$ cat config.mk
export PLATFORM = sky130hd
export DESIGN_NAME = pc_gen_unit
export DESIGN_NICKNAME = d
export VERILOG_FILES = /design/src/rtl/pc_gen_unit.sv
export SDC_FILE = /design/constraint.sdc
export NUM_CORES = 1
export LEC_CHECK = 0
export CELL_PAD_IN_SITES_DETAIL_PLACEMENT = 1
export CELL_PAD_IN_SITES_GLOBAL_PLACEMENT = 1
export CORE_MARGIN = 2
export CORE_UTILIZATION = 48
export CTS_CLUSTER_SIZE = 14
export DETAILED_ROUTE_END_ITERATION = 12
export DONT_BUFFER_PORTS = 1
export PLACE_DENSITY_LB_ADDON = 0.1
export SLEW_MARGIN = 10
export SYNTH_ARGS = -nofsm -noshare
export SYNTH_HDL_FRONTEND = slang
export SYNTH_SLANG_ARGS = --single-unit
$ cat constraint.sdc
create_clock -name clk -period 7.2 [get_ports clk]
set_input_delay 1.44 -clock clk [delete_from_list [all_inputs] [get_ports clk]]
set_output_delay 1.44 -clock clk [all_outputs]
set_load 0.05 [all_outputs]
$ cat src/rtl/pc_gen_unit.sv
// Fetch-stage program counter with trap/redirect/stall priority, fetch handshake and flush pulse.
// Optional redirect alignment check is compiled in with `define PC_ALIGN_CHECK_EN.
module pc_gen_unit #(
    parameter int               XLEN         = 64,
    parameter int               INC          = 4,
    parameter logic [XLEN-1:0]  RESET_VECTOR = '0,
    parameter logic [XLEN-1:0]  TRAP_VECTOR  = XLEN'('h100),
    parameter int               CNT_W        = 32
) (
    input  logic             clk,
    input  logic             reset,
    input  logic             stall,
    input  logic             redirect_req,
    input  logic [XLEN-1:0]  redirect_target,
    input  logic             trap_req,
    input  logic             fetch_ready,
    output logic             fetch_valid,
    output logic [XLEN-1:0]  pc_out,
    output logic [XLEN-1:0]  pc_plus_inc,
    output logic             flush,
    output logic [CNT_W-1:0] fetch_count,
    output logic             misalign_fault
);

    typedef enum logic {BOOT, RUN} state_e;

    localparam logic [XLEN-1:0]  INC_V = XLEN'(INC);
    localparam logic [CNT_W-1:0] ONE_C = CNT_W'(1);

    state_e           state_q;
    logic [XLEN-1:0]  pc_q;
    logic             fetch_valid_q;
    logic             flush_q;
    logic [CNT_W-1:0] cnt_q;
    logic             fire;

    assign fire        = fetch_valid_q & fetch_ready & ~stall;
    assign pc_plus_inc = pc_q + INC_V;

`ifdef PC_ALIGN_CHECK_EN
    // INC=4 needs word alignment, INC=2 only halfword alignment.
    localparam logic [1:0] ALIGN_MASK = (INC == 4) ? 2'b11 : 2'b01;
    logic fault_q;
    logic misaligned;
    assign misaligned     = |(redirect_target[1:0] & ALIGN_MASK);
    assign misalign_fault = fault_q;
`else
    assign misalign_fault = 1'b0;
`endif

    always_ff @(posedge clk or negedge reset) begin
        if (!reset) begin
            state_q       <= BOOT;
            pc_q          <= RESET_VECTOR;
            fetch_valid_q <= 1'b0;
            flush_q       <= 1'b0;
            cnt_q         <= '0;
`ifdef PC_ALIGN_CHECK_EN
            fault_q       <= 1'b0;
`endif
        end else begin
            flush_q <= 1'b0;
`ifdef PC_ALIGN_CHECK_EN
            fault_q <= 1'b0;
`endif
            if (state_q == BOOT) begin
                // Requests arriving before the first fetch are dropped on purpose.
                state_q       <= RUN;
                fetch_valid_q <= 1'b1;
            end else begin
                if (trap_req) begin
                    pc_q    <= TRAP_VECTOR;
                    flush_q <= 1'b1;
                end
`ifdef PC_ALIGN_CHECK_EN
                else if (redirect_req && misaligned) begin
                    pc_q    <= TRAP_VECTOR;
                    flush_q <= 1'b1;
                    fault_q <= 1'b1;
                end
`endif
                else if (redirect_req) begin
                    pc_q    <= redirect_target;
                    flush_q <= 1'b1;
                end else if (fire) begin
                    pc_q  <= pc_plus_inc;
                    cnt_q <= cnt_q + ONE_C;
                end
            end
        end
    end

    assign pc_out      = pc_q;
    assign fetch_valid = fetch_valid_q;
    assign flush       = flush_q;
    assign fetch_count = cnt_q;

endmodule

After elaboration in Yosys (flattened, before gate mapping)
Index checks and enable logic that the tools add are counted.

cells by class
  add/sub/neg operators = 2
  multiplexer cells = 6
  bitwise gates (word level) = 5
  reductions and logical operators = 3

operators with widths
  operator                 count
  $mux W64                 3
  $add A64 B3 Y64 const B  1
  $add A32 B1 Y32 const B  1
  $reduce_and A4 Y1        1
  $mux W1                  3
  $not A1 Y1               3
  $reduce_bool A3 Y1       1
  $and A1 B1 Y1            2
  $reduce_and A2 Y1        1

word-level totals
  flip-flop bits (word level) = 99
  input port bits = 70
  output and inout port bits = 163
  word-level logic and storage cells = 21

Depth between registers and ports, before layout
Gate-level depths: netlist of run 1.

  depth after elaboration = 5
  mapped depth = 8
  mapped depth without buffers = 7

Worst setup path after synthesis of run 1
Ideal clock, no wire load.

  path type = flip-flop to output port
  start = register pc_q[16] (netlist: pc_out[16])
  end = output pc_plus_inc[42]
  arrival time = 3.259 ns
  required time = 5.760 ns
  path slack = 2.501 ns
  cell stages (with the launch flop) = 8
  buffers on the path = 2
  cell sequence = dfrtp_1 -> buf_2 -> nand4_2 -> or4_1 -> buf_2 -> nor4_1 -> nand3_1 -> xnor2_1

on the way
  longest elaborated chain between the ends = 1

RTL lines
  what                      RTL line  text
  start: declaration        31        logic [XLEN-1:0] pc_q;
  start signal: assignment  83        pc_q <= redirect_target;
  start signal: assignment  86        pc_q <= pc_plus_inc;
  $add A64 B3 Y64           38        assign pc_plus_inc = pc_q + INC_V;
  end: declaration          19        output logic [XLEN-1:0] pc_plus_inc,

No other way between the ends.

Final worst setup path of run 1
  start = register pc_q[4] (netlist: pc_out[4])
  end = output pc_plus_inc[59]

Same word-level chain as after synthesis.

==> results of run 1 <==
cell type report:
class / count / share of cell area
diodes: 3 / 0.00110
clock buffers: 10 / 0.0334
clock inverters: 6 / 0.0115
inverters: 13 / 0.00712
multi-input cells: 596 / 0.539
flip-flops and latches: 99 / 0.361
well taps: 176 / 0.0321
repair buffers: 13 / 0.0142
worst max-delay path, stage by stage (launching register included):
cell     delay [ps]
dfrtp_1         840
nand4_1         310
or4_4           620
nor4_4          910
nand3_1         270
xnor2_1         920
final timing paths:
kind	start	endpoint	cells after the start
worst max-delay path	pc_out[4]	pc_plus_inc[59]	5
worst min-delay path	state_q	fetch_valid	1
worst max register to register	pc_out[2]	pc_out[20]	7
worst min register to register	state_q	fetch_valid	1
max in group asynchronous	reset	pc_out[37]	0
min in group asynchronous	reset	fetch_count[22]	0
layout by cell type (no fill, tap or decap), drive strengths merged, types with 3 or more instances in the layout:
master	Yosys	layout
o2bb2ai	9	9
nor2	52	52
clkbuf	39	10
xor2	35	35
diode	0	3
mux2i	4	4
inv	13	17
and3	31	31
o21ai	61	61
or3	9	9
nand4	35	35
a22oi	21	21
and4	9	9
o31a	6	6
nand2	81	81
o22ai	7	7
nand3	51	51
xnor2	56	56
nor4	20	20
a21oi	30	30
a31oi	4	4
a221o	4	4
o311ai	11	11
nor3	24	24
and2	5	5
dfrtp	99	99
nand2b	3	3
or4	4	4
buf	14	13
registers in the layout (all words and copies together), names as in the netlist:
signal	cells
fetch_count	32
pc_out	64
flush	1
fetch_valid	1
state_q	1
report_power, final:
part / internal [mW] / switching, mW
logic: 0.0692 / 0.213
registers: 0.594 / 0.263
clock network: 0.278 / 0.244
total: 0.941 / 0.720
layer usage:
metal,up-vias,part of all wire
li1,2711,-
met3,38,0.078
met4,0,0.026
met1,3062,0.42
met5,-,0
met2,258,0.48
cells by family after synthesis:
family / count (synthesis) / share of synthesized area
adder cells (fa/ha/maj): 2 / 0.00390
buffers and inverters: 66 / 0.0421
AO/OA/AOI/OAI: 165 / 0.163
XOR/XNOR: 91 / 0.124
multiplexers: 4 / 0.00624
flip-flops: 99 / 0.386
AND/OR/NAND/NOR: 332 / 0.273
other: 2 / 0.00117
==> results.toml, run 1 <==
[final_layout]
layout.nets = 804
syn2layout_area_growth_pct = 6.76
final_cells = 916
register_area_mm2 = 0.00248
fillCellCount = 1560
fin_util = 0.522
stdcell_area_mm2 = 0.00686
drive_gt1_frac = 0.0597
multi_input_area_mm2 = 0.00370

[cts]
clkSinkCount = 99
post-cts-setup-buffers = 0
clkLatencyLatePin_ps = 360
cts_buffers = 9
htreeDepth = 3
clk_pin_slew_ps = 80
cts_resized = 0
holdBufCountCts = 0
cts_buffer_depth = 2
clock-root-buffer = "clkbuf_16"
cts_tree = "done"

[routing]
routed_wl_um = 22500
drcViolationCount = 0
initialDrtViolationCount = 485
drtAntennaViolNets = 0
viasPerCell = 6.63
vias = 6069
wire_per_inst_um = 24.6
drt-pass1-iter-count = 4

[yosys]
synth.area.top_cells = "dfrtp_1 (39%), xnor2_1 (7.6%), xor2_1 (4.8%), o21ai_0 (4.8%), nand2_1 (4.7%)"
yosys_warnings = 0
synth_top_area_frac = 0.386
yosys.area.top_type = "dfrtp_1"
synth_cells = 761
ys_types = 54
ys_top_cells_by_count = "dfrtp_1 (99), nand2_1 (81), o21ai_0 (61)"
async_flop_share = 1.00
ys.flop_type = "dfrtp_1"
seq_area_frac_synth = 0.386
yosysMostFrequentCell = "dfrtp_1"
synth_seq_cells = 99
synth_edf_count = 0
synth_nets = 833
netlist_area_mm2 = 0.00642
syn_area_per_cell_um2 = 8.44

[global_route]
grt_pass1_vias = 6126
grt_max_degree = 100
grt-busiest-layer = "met2"
grt_use_met1 = 0.406
grtUsageTotal = 0.311
antenna_found_initial = 3
globalRouteMet2Util = 0.505
grt_pass1_wl_um = 34900
use_met3 = 0.0722
globalRouteOverflowTotal = 0

[critical_path]
criticalPathCategory = "reg -> out"
end_kind = "primary output"
worstPathRequired_ps = 5760
start_kind = "flop"
worst-path-max-fanout = 16
crit_arrival_ps = 4240
ff2ff_setup_slack_ps = 3470

[power]
powerDensity_mw_per_mm2 = 242
p_leak_nw = 2.83
p_total_mw = 1.66
vdd_drop_max_v = 0.0000992

[die]
die_w_um = 120
core_mm2 = 0.0131
die_area_mm2 = 0.0143
die_y_um = 120
num_io_pins = 233
initial_core_util = 0.489
fp-row-count = 42

[sta]
finalHoldViolations = 0
hold_slack_ps = 640
max_freq_ghz = 0.176
tns_ps = 0
rsz0062_at_grt = "false"
slew_violations = 0
max_slew.worst_pin.slew_ps = 1260
fin_ws_ps = 1520
setup_violations = 0
timing.final.crit_period_ps = 5680
slew_headroom = 0.158
fin_crit_sh = 0.789
fin_skew_ps = 9.54

[job]
max_cap_violations = 0

[hold_path]
hp-class = "reg -> reg"

[placement]
dpl_worst_slack_ps = 1950
gp_congestion = 0.871
io_buffers = 0
placedCellCount = 897
placed_area_mm2 = 0.00654
hpwlAfterDp_um = 15900

[outcome]
outcome = "completed"
(Power assumes the default switching activity.)
==> run 2, diff against run 1 <==
Settings changed: CORE_UTILIZATION 48 to 42.
Clock period 7.2 ns to 4.7 ns, I/O delays scaled along.
==> results.toml, run 2 (synthesis results as in run 1) <==
[power]
p_leak_nw = 3.31
vdd_drop_max_v = 0.000174
powerDensity_mw_per_mm2 = 355

[hold_path]
hp-class = "in -> async"

[global_route]
globalRouteMet2Util = 0.465
grt-busiest-layer = "met2"
use_met3 = 0.0716
grt_max_degree = 100
grt_use_met1 = 0.376
grt_pass1_vias = 6417
antenna_found_initial = 3
grtUsageTotal = 0.286
globalRouteOverflowTotal = 0
grt_pass1_wl_um = 36800

[die]
fp-row-count = 45
die_area_mm2 = 0.0163
core_mm2 = 0.0151
die_w_um = 128
die_y_um = 128
num_io_pins = 233
initial_core_util = 0.426

[sta]
setup_violations = 0
timing.final.crit_period_ps = 4370
slew_headroom = 0.242
slew_violations = 0
max_slew.worst_pin.slew_ps = 1130
hold_slack_ps = 263
finalHoldViolations = 0
fin_skew_ps = 12.9
tns_ps = 0
rsz0062_at_grt = "false"
fin_crit_sh = 0.930
max_freq_ghz = 0.229

[routing]
initialDrtViolationCount = 380
drtAntennaViolNets = 0
drcViolationCount = 0
vias = 6296
routed_wl_um = 23200
wire_per_inst_um = 22.8
drt-pass1-iter-count = 4
viasPerCell = 6.17

[final_layout]
fillCellCount = 1800
layout_common_cells = "buf_4 (104), dfrtp_1 (99), nand2_1 (81)"
layout.nets = 895
register_area_mm2 = 0.00248
multi_input_area_mm2 = 0.00370
syn2layout_area_growth_pct = 18.1
largest_reg_flops = 64
final_common_cell = "buf_4"
drive_gt1_frac = 0.165

[cts]
cts_tree = "done"
holdBufCountCts = 0
clk_pin_slew_ps = 80
clkSinkCount = 99
clkLatencyLatePin_ps = 370
clock-root-buffer = "clkbuf_16"
htreeDepth = 3
cts_buffers = 9
cts_buffer_depth = 2

[critical_path]
ff2ff_setup_slack_ps = 1440
rr_worst_depth = 7
worstPathRequired_ps = 3760
worst-path-max-fanout = 8
start_kind = "flop"
crit_arrival_ps = 3430
end_kind = "primary output"
criticalPathCategory = "reg -> out"
timing.rr.end = "pc_out[51]"
r2r_start = "pc_out[6]"
startpoint = "pc_out[31]"
cp-endpoint = "pc_plus_inc[62]"

[job]
max_cap_violations = 0

[placement]
hpwlAfterDp_um = 16700
gp_congestion = 0.857
io_buffers = 0

[outcome]
outcome = "completed"
-- run 2: cell types whose count changed in the layout (fill, tap and decap cells not counted) --
cell,previous run,this run
buf_4,13,104
clkinv_8,0,2
clkbuf_1,1,0
diode_2,3,4
inv_6,2,1
nor4_1,18,17
nor4_2,0,1
-- run 2: repair_timing --
action / CTS / global route
resized for setup: 0 / 1
buffers inserted: 0 / 0
endpoints found under the hold margin: 0 / 0
setup endpoints to repair: 0 / 1
-- run 2: cell type report --
type,count,share of cell area
repair buffers,104,0.103
flip-flops and latches,99,0.327
clock inverters,7,0.0135
clock buffers,9,0.0297
multi-input cells,596,0.488
inverters,13,0.00644
well taps,188,0.0310
diodes,4,0.00132
-- run 2: through the flow --
stage               total power [mW]  utilization  instances  setup WS, ps  area [um^2]
global route                    2.79        0.502       1018          89.8         7580
floorplan                       1.68            -        761           501         6420
detailed placement              1.88        0.480       1000           615         7240
CTS                             2.71        0.501       1016          94.4         7570
global placement                1.86        0.480       1000           585         7240
finish                          2.69        0.502       1020           327         7580
-- run 2: worst min-delay path by stage --
stage	from	endpoint	slack, ps	cells past startpoint
4_1_cts	reset	fetch_count[18]	250	0
3_3_place_gp	pc_out[36]	pc_out[36]	560	2
3_5_place_dp	pc_out[36]	pc_out[36]	590	2
6_report	reset	fetch_count[7]	260	0
5_1_grt	reset	fetch_count[7]	250	0
2_1_floorplan	state_q	fetch_valid	490	1
-- run 2: critical path, cell delays in order (launching register included) --
cell and delay [ps]:
dfrtp_1 790, nand4_1 320, nor4_1 610, nand4_1 500
nor4_2 450, xor2_1 190, buf_4 220
-- run 2: routing by layer --
metal,up-vias,share of wire
met5,-,0
met4,0,0.012
met3,22,0.068
met2,200,0.48
met1,3175,0.44
li1,2899,-
-- run 2: where the power goes --
group          total [mW]  internal, mW  switching, mW
registers            1.17         0.913          0.256
clock network       0.830         0.433          0.397
logic               0.694         0.197          0.497
total                2.69          1.54           1.15
==> run 3, diff against run 2 <==
Settings changed: CELL_PAD_IN_SITES_DETAIL_PLACEMENT 1 to unset, CELL_PAD_IN_SITES_GLOBAL_PLACEMENT 1 to unset, CORE_UTILIZATION 42 to 48, PLACE_DENSITY set to 0.65, PLACE_DENSITY_LB_ADDON 0.1 to unset.
==> results.toml, run 3 (synthesis results as in run 1) <==
[die]
initial_core_util = 0.489
core_mm2 = 0.0131
die_w_um = 120
die_y_um = 120
num_io_pins = 233
die_area_mm2 = 0.0143
fp-row-count = 42

[power]
vdd_drop_max_v = 0.000167
p_leak_nw = 3.30
powerDensity_mw_per_mm2 = 348
pwr-share-seq = 0.434
clkPwrFrac = 0.290
p_sw_mw = 1.13
power.internal_mw = 1.49
p_comb_frac = 0.276
switching_share = 0.431

[outcome]
outcome = "completed"

[placement]
hpwlAfterDp_um = 14900
io_buffers = 0
gp_congestion = 0.886

[routing]
initialDrtViolationCount = 610
wire_per_inst_um = 21.1
vias = 6337
drtAntennaViolNets = 0
drcViolationCount = 0
routed_wl_um = 21200
drt-pass1-iter-count = 5
viasPerCell = 6.31

[final_layout]
final_common_cell = "buf_4"
fillCellCount = 1209
drive_gt1_frac = 0.165
antenna_cells = 0
largest_reg_flops = 64
layout.nets = 895
syn2layout_area_growth_pct = 17.1
layout_common_cells = "buf_4 (104), dfrtp_1 (99), nand2_1 (81)"

[sta]
timing.final.crit_period_ps = 4420
slew_violations = 0
fin_crit_sh = 0.939
fin_skew_ps = 10.8
slew_headroom = 0.253
rsz0062_at_grt = "false"
max_freq_ghz = 0.226
hold_slack_ps = 268
max_slew.worst_pin.slew_ps = 1110
tns_ps = 0
setup_violations = 0
finalHoldViolations = 0

[critical_path]
path_cells = "buf_4 > nand4_1 > nor4_1 > nand3_1 > or4_1 > xnor2_1 > buf_4"
critPathSlowestCell = "nor4_1"
cp_top_family = "simple AND/OR/NAND/NOR gates"
startpoint = "pc_out[2]"
max_stage_delay_ps = 740
end_kind = "primary output"
criticalPathCategory = "reg -> out"
crit_arrival_ps = 3480
r2r_start = "pc_out[2]"
worstPathRequired_ps = 3760
worst-path-max-fanout = 7
start_kind = "flop"
worst-path-buf-inv = 2
cp_common_cell = "buf_4"

[job]
max_cap_violations = 0

[cts]
cts_buffers = 9
clock-root-buffer = "clkbuf_16"
htreeDepth = 3
cts_buffer_depth = 2
clkLatencyLatePin_ps = 370
cts_tree = "done"
clk_pin_slew_ps = 80
clkSinkCount = 99

[global_route]
grt_pass1_wl_um = 32600
grt_max_degree = 100
grtUsageTotal = 0.289
antenna_found_initial = 0
grt_pass1_vias = 5835
globalRouteOverflowTotal = 0

[hold_path]
hp-class = "in -> async"
[run 3: layout make-up]
cell class	instances	area, um^2	area share
Multi-Input combinational cell	596	3700	0.492
Inverter	13	48.8	0.00649
Clock inverter	7	67.6	0.00898
Clock buffer	9	225	0.0299
Sequential cell	99	2480	0.329
Timing Repair Buffer	104	781	0.104
Tap cell	176	220	0.0293
[run 3: repair_timing]
| action | in CTS | in global routing |
|---|---|---|
| hold endpoints to repair | 0 | 0 |
| endpoints found under the setup margin | 0 | 1 |
| hold buffers | 0 | 0 |
| setup buffers | 0 | 0 |
| resized for setup | 0 | 1 |
[run 3: path summary, 6_finish.rpt]
check / end / cells after the start / slack (ps)
max: pc_plus_inc[57] / 7 / 280
min: fetch_count[6] / 0 / 270
max reg2reg: pc_out[51] / 8 / 1430
min reg2reg: pc_out[2] / 1 / 550
max in group asynchronous: pc_out[37] / 0 / 4300
min in group clk: pc_out[2] / 1 / 550
[run 3: worst register-to-register path: stages, from the launching register on]
cell     delay (ps)
dfrtp_1         410
buf_4           250
nand4_1         230
or4_4           600
nor4_4          780
nand2_1         160
xnor2_1         170
buf_4           220
a221o_1         320
[run 3: stage by stage]
step                      power (mW)  area [um^2]  utilization  worst slack, ps  instances
after floorplan                 1.68         6420            -              501        761
after detailed placement        1.87         7220        0.550              642        988
after global routing            2.71         7520        0.573             56.4       1004
final                           2.62         7520        0.573              284       1004
after global placement          1.86         7220        0.550              597        988
after CTS                       2.62         7520        0.572              248       1004
[run 3: power by group through the flow]
stage	Clock [mW]	Sequential, mW	Combinational, mW
after detailed placement	0	1.15	0.718
final	0.759	1.13	0.722
after CTS	0.761	1.13	0.721
after global placement	0	1.15	0.711
after global routing	0.803	1.15	0.758
after floorplan	0	1.25	0.425
[run 3: layer usage]
metal  track usage  up-vias  share of wire
met5             0        -              0
met2         0.453      347           0.46
met3        0.0865       40          0.099
met1         0.380     3053           0.42
li1              -     2897              -
met4         0.101        0          0.023
